## src/rtl/xaddr_router_pkg.sv

```systemverilog
// Shared definitions for xaddr_router.
//   - xr_state_e     : router FSM state encodings (XR_ST_*)
//   - XR_ERR_*       : completion error codes reported on err_code
//   - XR_*_BASE      : default address tags of the standard slaves
//   - XR_DEF_SLV_BASE: default flattened tag table, slot 0 in the LSBs
package xaddr_router_pkg;

    typedef enum logic [1:0] {
        XR_ST_IDLE = 2'd0,
        XR_ST_REQ  = 2'd1,
        XR_ST_RESP = 2'd2,
        XR_ST_TRAP = 2'd3
    } xr_state_e;

    localparam logic [1:0] XR_ERR_OK    = 2'd0;
    localparam logic [1:0] XR_ERR_UNMAP = 2'd1;
    localparam logic [1:0] XR_ERR_TMO   = 2'd2;

    localparam int         XR_TAG_W     = 4;
    localparam logic [3:0] XR_MEM_BASE  = 4'h0;
    localparam logic [3:0] XR_REGF_BASE = 4'h1;
    localparam logic [3:0] XR_CPRT_BASE = 4'h2;
    localparam logic [3:0] XR_EXT_BASE  = 4'h3;

    localparam logic [4*XR_TAG_W-1:0] XR_DEF_SLV_BASE =
        {XR_EXT_BASE, XR_CPRT_BASE, XR_REGF_BASE, XR_MEM_BASE};

endpackage

```

## src/rtl/xrouter_wdog.sv

```systemverilog
// Slave-ready watchdog for xaddr_router.
//   clk, rst_n : clock, asynchronous active-low reset
//   clr        : force the count to zero (held while not waiting on a slave)
//   en         : count one more cycle without ready
//   expired    : count has reached TIMEOUT_CYC-1
module xrouter_wdog #(
    parameter int TIMEOUT_CYC = 256
) (
    input  logic clk,
    input  logic rst_n,
    input  logic clr,
    input  logic en,
    output logic expired
);
    localparam int CNT_W = (TIMEOUT_CYC > 2) ? $clog2(TIMEOUT_CYC) : 1;

    logic [CNT_W-1:0] cnt_q, cnt_d;

    always_comb begin
        cnt_d = cnt_q;
        if (clr)     cnt_d = '0;
        else if (en) cnt_d = cnt_q + 1'b1;
    end

    always_ff @(posedge clk or negedge rst_n) begin
        if (!rst_n) cnt_q <= '0;
        else        cnt_q <= cnt_d;
    end

    assign expired = (cnt_q == CNT_W'(TIMEOUT_CYC - 1));

endmodule

```

## src/rtl/xaddr_router.sv

```systemverilog
// Address-tag router: forwards one master request to one of N_SLV slaves
// with a valid/ready handshake and a registered read-data return.
// Unmapped tags (and slave timeouts when XROUTER_TIMEOUT_EN is defined)
// complete with a one-cycle trap pulse.
//   clk, rst_n          : clock, asynchronous active-low reset
//   m_valid/m_addr/m_we : master request, sampled only when m_ready=1
//   m_ready             : router idle and able to accept
//   m_rvalid/m_rdata    : one-cycle completion pulse with read data
//   trap/err_code       : error pulse and code, valid with m_rvalid
//   s_valid             : one-hot slave request
//   s_ready/s_rdata     : slave done with read data in the same cycle
// Macro XROUTER_TIMEOUT_EN: enables the slave-ready watchdog (err_code=2).
module xaddr_router
    import xaddr_router_pkg::*;
#(
    parameter int                          ADDR_W      = 32,
    parameter int                          SEL_ADDR_W  = 4,
    parameter int                          DATA_W      = 32,
    parameter int                          N_SLV       = 4,
    parameter logic [N_SLV*SEL_ADDR_W-1:0] SLV_BASE    = XR_DEF_SLV_BASE,
    parameter int                          TIMEOUT_CYC = 256
) (
    input  logic                    clk,
    input  logic                    rst_n,
    input  logic                    m_valid,
    input  logic [ADDR_W-1:0]       m_addr,
    input  logic                    m_we,
    output logic                    m_ready,
    output logic                    m_rvalid,
    output logic [DATA_W-1:0]       m_rdata,
    output logic                    trap,
    output logic [1:0]              err_code,
    output logic [N_SLV-1:0]        s_valid,
    input  logic [N_SLV-1:0]        s_ready,
    input  logic [N_SLV*DATA_W-1:0] s_rdata
);
    localparam int SEL_W = (N_SLV > 1) ? $clog2(N_SLV) : 1;

    xr_state_e         state_q, state_d;
    logic [SEL_W-1:0]  sel_q, sel_d, hit_sel;
    logic              we_q, we_d;
    logic [DATA_W-1:0] rdata_q, rdata_d;
    logic [1:0]        err_q, err_d;

    logic [SEL_ADDR_W-1:0] tag;
    logic [N_SLV-1:0]      hit;
    logic                  any_hit;
    logic                  sel_ready;
    logic [DATA_W-1:0]     sel_rdata;
    logic                  tmo;

    // Only the tag bits take part in routing.
    logic unused_addr;
    assign unused_addr = ^m_addr[ADDR_W-SEL_ADDR_W-1:0];

    assign tag = m_addr[ADDR_W-1 -: SEL_ADDR_W];

    // Tag 0 always reaches slot 0 regardless of its table entry.
    always_comb begin
        hit = '0;
        for (int i = 0; i < N_SLV; i++)
            hit[i] = (tag == SLV_BASE[i*SEL_ADDR_W +: SEL_ADDR_W]);
        hit[0] = hit[0] | (tag == '0);
    end

    // Lowest matching slot wins when several table entries alias.
    always_comb begin
        hit_sel = '0;
        for (int i = N_SLV - 1; i >= 0; i--)
            if (hit[i]) hit_sel = SEL_W'(i);
    end

    assign any_hit   = |hit;
    assign sel_ready = s_ready[sel_q];
    assign sel_rdata = s_rdata[sel_q*DATA_W +: DATA_W];

`ifdef XROUTER_TIMEOUT_EN
    logic wd_clr, wd_en;
    // Held clear outside REQ so every REQ entry starts from zero.
    assign wd_clr = (state_q != XR_ST_REQ);
    assign wd_en  = (state_q == XR_ST_REQ) && !sel_ready;

    xrouter_wdog #(
        .TIMEOUT_CYC(TIMEOUT_CYC)
    ) u_wdog (
        .clk    (clk),
        .rst_n  (rst_n),
        .clr    (wd_clr),
        .en     (wd_en),
        .expired(tmo)
    );
`else
    assign tmo = 1'b0;
`endif

    always_comb begin
        state_d = state_q;
        sel_d   = sel_q;
        we_d    = we_q;
        rdata_d = rdata_q;
        err_d   = err_q;
        unique case (state_q)
            XR_ST_IDLE: begin
                if (m_valid) begin
                    we_d  = m_we;
                    sel_d = hit_sel;
                    if (any_hit) begin
                        state_d = XR_ST_REQ;
                    end else begin
                        state_d = XR_ST_TRAP;
                        err_d   = XR_ERR_UNMAP;
                    end
                end
            end
            XR_ST_REQ: begin
                // Ready on the expiry cycle still completes normally.
                if (sel_ready) begin
                    rdata_d = we_q ? '0 : sel_rdata;
                    state_d = XR_ST_RESP;
                end else if (tmo) begin
                    state_d = XR_ST_TRAP;
                    err_d   = XR_ERR_TMO;
                end
            end
            XR_ST_RESP: state_d = XR_ST_IDLE;
            XR_ST_TRAP: state_d = XR_ST_IDLE;
            default:    state_d = XR_ST_IDLE;
        endcase
    end

    always_ff @(posedge clk or negedge rst_n) begin
        if (!rst_n) begin
            state_q <= XR_ST_IDLE;
            sel_q   <= '0;
            we_q    <= 1'b0;
            rdata_q <= '0;
            err_q   <= XR_ERR_OK;
        end else begin
            state_q <= state_d;
            sel_q   <= sel_d;
            we_q    <= we_d;
            rdata_q <= rdata_d;
            err_q   <= err_d;
        end
    end

    assign m_ready  = (state_q == XR_ST_IDLE);
    assign m_rvalid = (state_q == XR_ST_RESP) || (state_q == XR_ST_TRAP);
    assign trap     = (state_q == XR_ST_TRAP);
    assign m_rdata  = (state_q == XR_ST_RESP) ? rdata_q : '0;
    assign err_code = (state_q == XR_ST_TRAP) ? err_q : XR_ERR_OK;
    assign s_valid  = (state_q == XR_ST_REQ) ? (N_SLV'(1) << sel_q) : '0;

endmodule

```

## config.mk

```make
export PLATFORM = sky130hd
export DESIGN_NAME = xaddr_router
export DESIGN_NICKNAME = d
export VERILOG_FILES = /design/src/rtl/xaddr_router_pkg.sv /design/src/rtl/xrouter_wdog.sv /design/src/rtl/xaddr_router.sv
export SDC_FILE = /design/constraint.sdc
export NUM_CORES = 1
export LEC_CHECK = 0
export ABC_AREA = 1
export BUFFER_PORTS_ARGS = -buffer_cell sky130_fd_sc_hd__buf_2
export CELL_PAD_IN_SITES_DETAIL_PLACEMENT = 0
export CELL_PAD_IN_SITES_GLOBAL_PLACEMENT = 1
export CORE_MARGIN = 2
export CORE_UTILIZATION = 28
export CTS_BUF_LIST = sky130_fd_sc_hd__clkbuf_4 sky130_fd_sc_hd__clkbuf_8 sky130_fd_sc_hd__clkbuf_16
export DETAILED_ROUTE_END_ITERATION = 8
export PLACE_DENSITY = 0.85
export RECOVER_POWER = 100
export SLEW_MARGIN = 20
export SYNTH_ARGS = -nofsm -noshare
export SYNTH_HDL_FRONTEND = slang
export SYNTH_HIERARCHICAL = 1
export SYNTH_SLANG_ARGS = --single-unit
export TNS_END_PERCENT = 50
```

## constraint.sdc

```tcl
create_clock -name clk -period 3.8 [get_ports clk]
set_input_delay 0.19 -clock clk [delete_from_list [all_inputs] [get_ports clk]]
set_output_delay 0.19 -clock clk [all_outputs]
set_load 0.03 [all_outputs]
```

==> results.sh <==
export IMPL_slew_limit_headroom_pct=-36.60
export IMPL_status="finished, violations left"
export IMPL_max_freq_mhz=349.4
export IMPL_r2r_start="sel_q[1]$_DFFE_PN0P_"
export IMPL_hp_start="m_we"
export IMPL_whs_ps=127.6
export IMPL_synth_top_cell_area_share_pct=30.92
export IMPL_port_buffers=179
export IMPL_yosysSeqAreaShare_pct=30.92
export IMPL_postLayoutCellArea_sq_mm=0.003974
export IMPL_crit_chain="inv_1 > nand3_1 > nand2_1 > nor2_1 > nor2_4 > nand2_1 > nand2_1"
export IMPL_worst_path_buf_inv=1
export IMPL_end_kind="register"
export IMPL_cts_hold_buffers=0
export IMPL_path_class="reg -> reg"
export IMPL_cp_max_fo=36
export IMPL_start_util_pct=28.50
export IMPL_min_path_type="in -> reg"
export IMPL_yosysWarnings=6
export IMPL_layout_min_cycle_time_ps=2862
export IMPL_htree_num_levels=2
export IMPL_worstSkewPairLatency_ps=280
export IMPL_crit_end="rdata_q[4]$_DFFE_PN0P_"
export IMPL_viasPerCell=4.529
export IMPL_placeableCoreArea_sq_mm=0.01079
export IMPL_violations="max-capacitance violations, max-slew violations"
export IMPL_synth_area_sq_mm=0.003075
export IMPL_rrSetupSlack_ps=940
export IMPL_drt_wl_total_um=10420
export IMPL_syn_instance_count=538
export IMPL_r2r_end="rdata_q[4]$_DFFE_PN0P_"
export IMPL_powerDensity_mw_per_mm2=611.6
export IMPL_drtAntennaViolNets=0
export IMPL_setup_slack_ps=938.1
export IMPL_cts_buffers=5
export IMPL_post_route_drc_count=0
export IMPL_critPathLaunch="sel_q[1]$_DFFE_PN0P_"
export IMPL_grt_pass1_wl_um=16030
export IMPL_ctsResizeCount=0
export IMPL_worstSetupStartpointType="register"
export IMPL_place_hpwl_um=7872
export IMPL_vias=3741
export IMPL_critPathSlowestCell="inv_1"
export IMPL_clock_skew_ps=4.977
export IMPL_hold_viol=0
export IMPL_yosysUniqueCellTypes=20
export IMPL_die_h_um=108.8
export IMPL_n_antenna_cell=0
export IMPL_min_period_over_period_pct=75.31
export IMPL_slew_viol_final=39
export IMPL_wl_per_cell_um=12.62
export IMPL_fillers=1247
export IMPL_fp_dieW_um=108.8
export IMPL_timing_critical_path_mode_cell="nand2_1"
export IMPL_finalSetupTns_ps=0
export IMPL_std_cell_rows=38
export IMPL_antenna_found_initial=0
export IMPL_clkTransAtPathRegs_ps=70
export IMPL_synth_area_leaders="dfrtp_1, nand2_1, nand3_1"
export IMPL_drt_initial_drc_count=283
export IMPL_drive_gt1_share_pct=22.74
export IMPL_ir_drop_mv=0.3240
export IMPL_cts_sinks=38
export IMPL_cp_arrival_ps=3080
export IMPL_cap_violations=1
export IMPL_leakagePower_nw=2.318
export IMPL_grt_pass1_vias=3336
export IMPL_yosysTopAreaCell="dfrtp_1"
export IMPL_gp_congestion=0.7778
export IMPL_placed_area_sq_mm=0.003939
export IMPL_rsz0062_at_grt="no"
export IMPL_avgSynthCellArea_sq_um=5.716
export IMPL_postCtsSetupBuffers=0
export IMPL_nNetsFinal=854
export IMPL_grt_max_degree=69
export IMPL_tightest_slew_ps=2049
export IMPL_cp_top_family="simple AND/OR/NAND/NOR gates"
export IMPL_setup_violations=0
export IMPL_gr_total_overflow=0
export IMPL_layout_common_cells="nand2_1, buf_2, nor2_1, nand3_1"
export IMPL_synth_seq_cells=38
export IMPL_area_growth_pct=29.21
export IMPL_worst_ep_required_time_ps=4020
export IMPL_root_buffer="clkbuf_8"
export IMPL_r2r_cells=7
export IMPL_die_area_sq_mm=0.01184
export IMPL_cts_tree="yes"
export IMPL_gr_usage_all_layers_pct=16.99
export IMPL_layout_commonest_cell="nand2_1"
export IMPL_drtPass1Iterations=4
export IMPL_io_pins=209
export IMPL_pre_cts_ws_ps=1266
export IMPL_clockBufferDepth=2
export IMPL_syn_nets=706
export IMPL_cp_num_cells=7
export IMPL_slowest_delay_ps=910
## area by class of cell
class,instances,area [sq um],share of cell area [%]
clock buffers,7,90.09,2.267
inverters,42,160.2,4.030
multi-input cells,418,1734,43.64
flip-flops and latches,38,953.4,23.99
well taps,140,175.2,4.408
repair buffers,181,860.8,21.66
## cells by family after synthesis
family	Yosys count	share of synthesized area, %
AND/OR/NAND/NOR	413	55.41
flip-flops	38	30.92
AO/OA/AOI/OAI	4	1.017
buffers and inverters	82	12.53
other	1	0.1219
## layer usage
metal	share of wire (%)	routed length, um	vias up	GRT usage (%)
met2	45	4700	134	26.74
met1	48	5044	1661	24.97
met5	0	0	-	0
li1	-	-	1938	-
met4	1.1	110	0	3.571
met3	5.4	566	8	2.032
## stage by stage
stage,utilization [%],instances,power [mW]
floorplan,-,538,1.842
global placement,36.49,819,2.173
detailed placement,36.49,819,2.195
CTS,37.33,826,2.485
global route,36.82,826,2.681
finish,36.82,826,2.430
## Yosys cell counts, drive strengths merged
cell and instances:
nand2 205, nor2 103, clkbuf 10, o21ai 4, buf 30, dfrtp 38
conb 1, inv 42, nand3 101, nor3 4
## worst min-delay path, stage by stage
cell and delay (ps):
buf_2 90, nand2_1 50, nand2_1 50
## flip-flops by register name (all words and copies together) (netlist names)
| signal | count |
|---|---|
| rdata_q | 32 |
| state_q | 2 |
| sel_q | 2 |
| we_q | 1 |
| err_q | 1 |
## worst min path at each step
stage                              to  slack [ps]  cells past startpoint
3_3_place_gp   rdata_q[0]$_DFFE_PN0P_         340                      1
2_1_floorplan    err_q[0]$_DFFE_PN0P_        -110                      0
6_report             we_q$_DFFE_PN0P_         130                      3
4_1_cts        rdata_q[0]$_DFFE_PN0P_          40                      1
3_5_place_dp   rdata_q[0]$_DFFE_PN0P_         350                      1
5_1_grt              we_q$_DFFE_PN0P_         130                      3
## report_power, final
group          switching (mW)  leakage, nW  internal (mW)  total [mW]
Clock                   0.134       0.0477          0.151       0.285
Combinational            1.02         1.78          0.411        1.44
Sequential              0.155        0.486          0.554       0.709
Power figures use the tool's default switching activity.
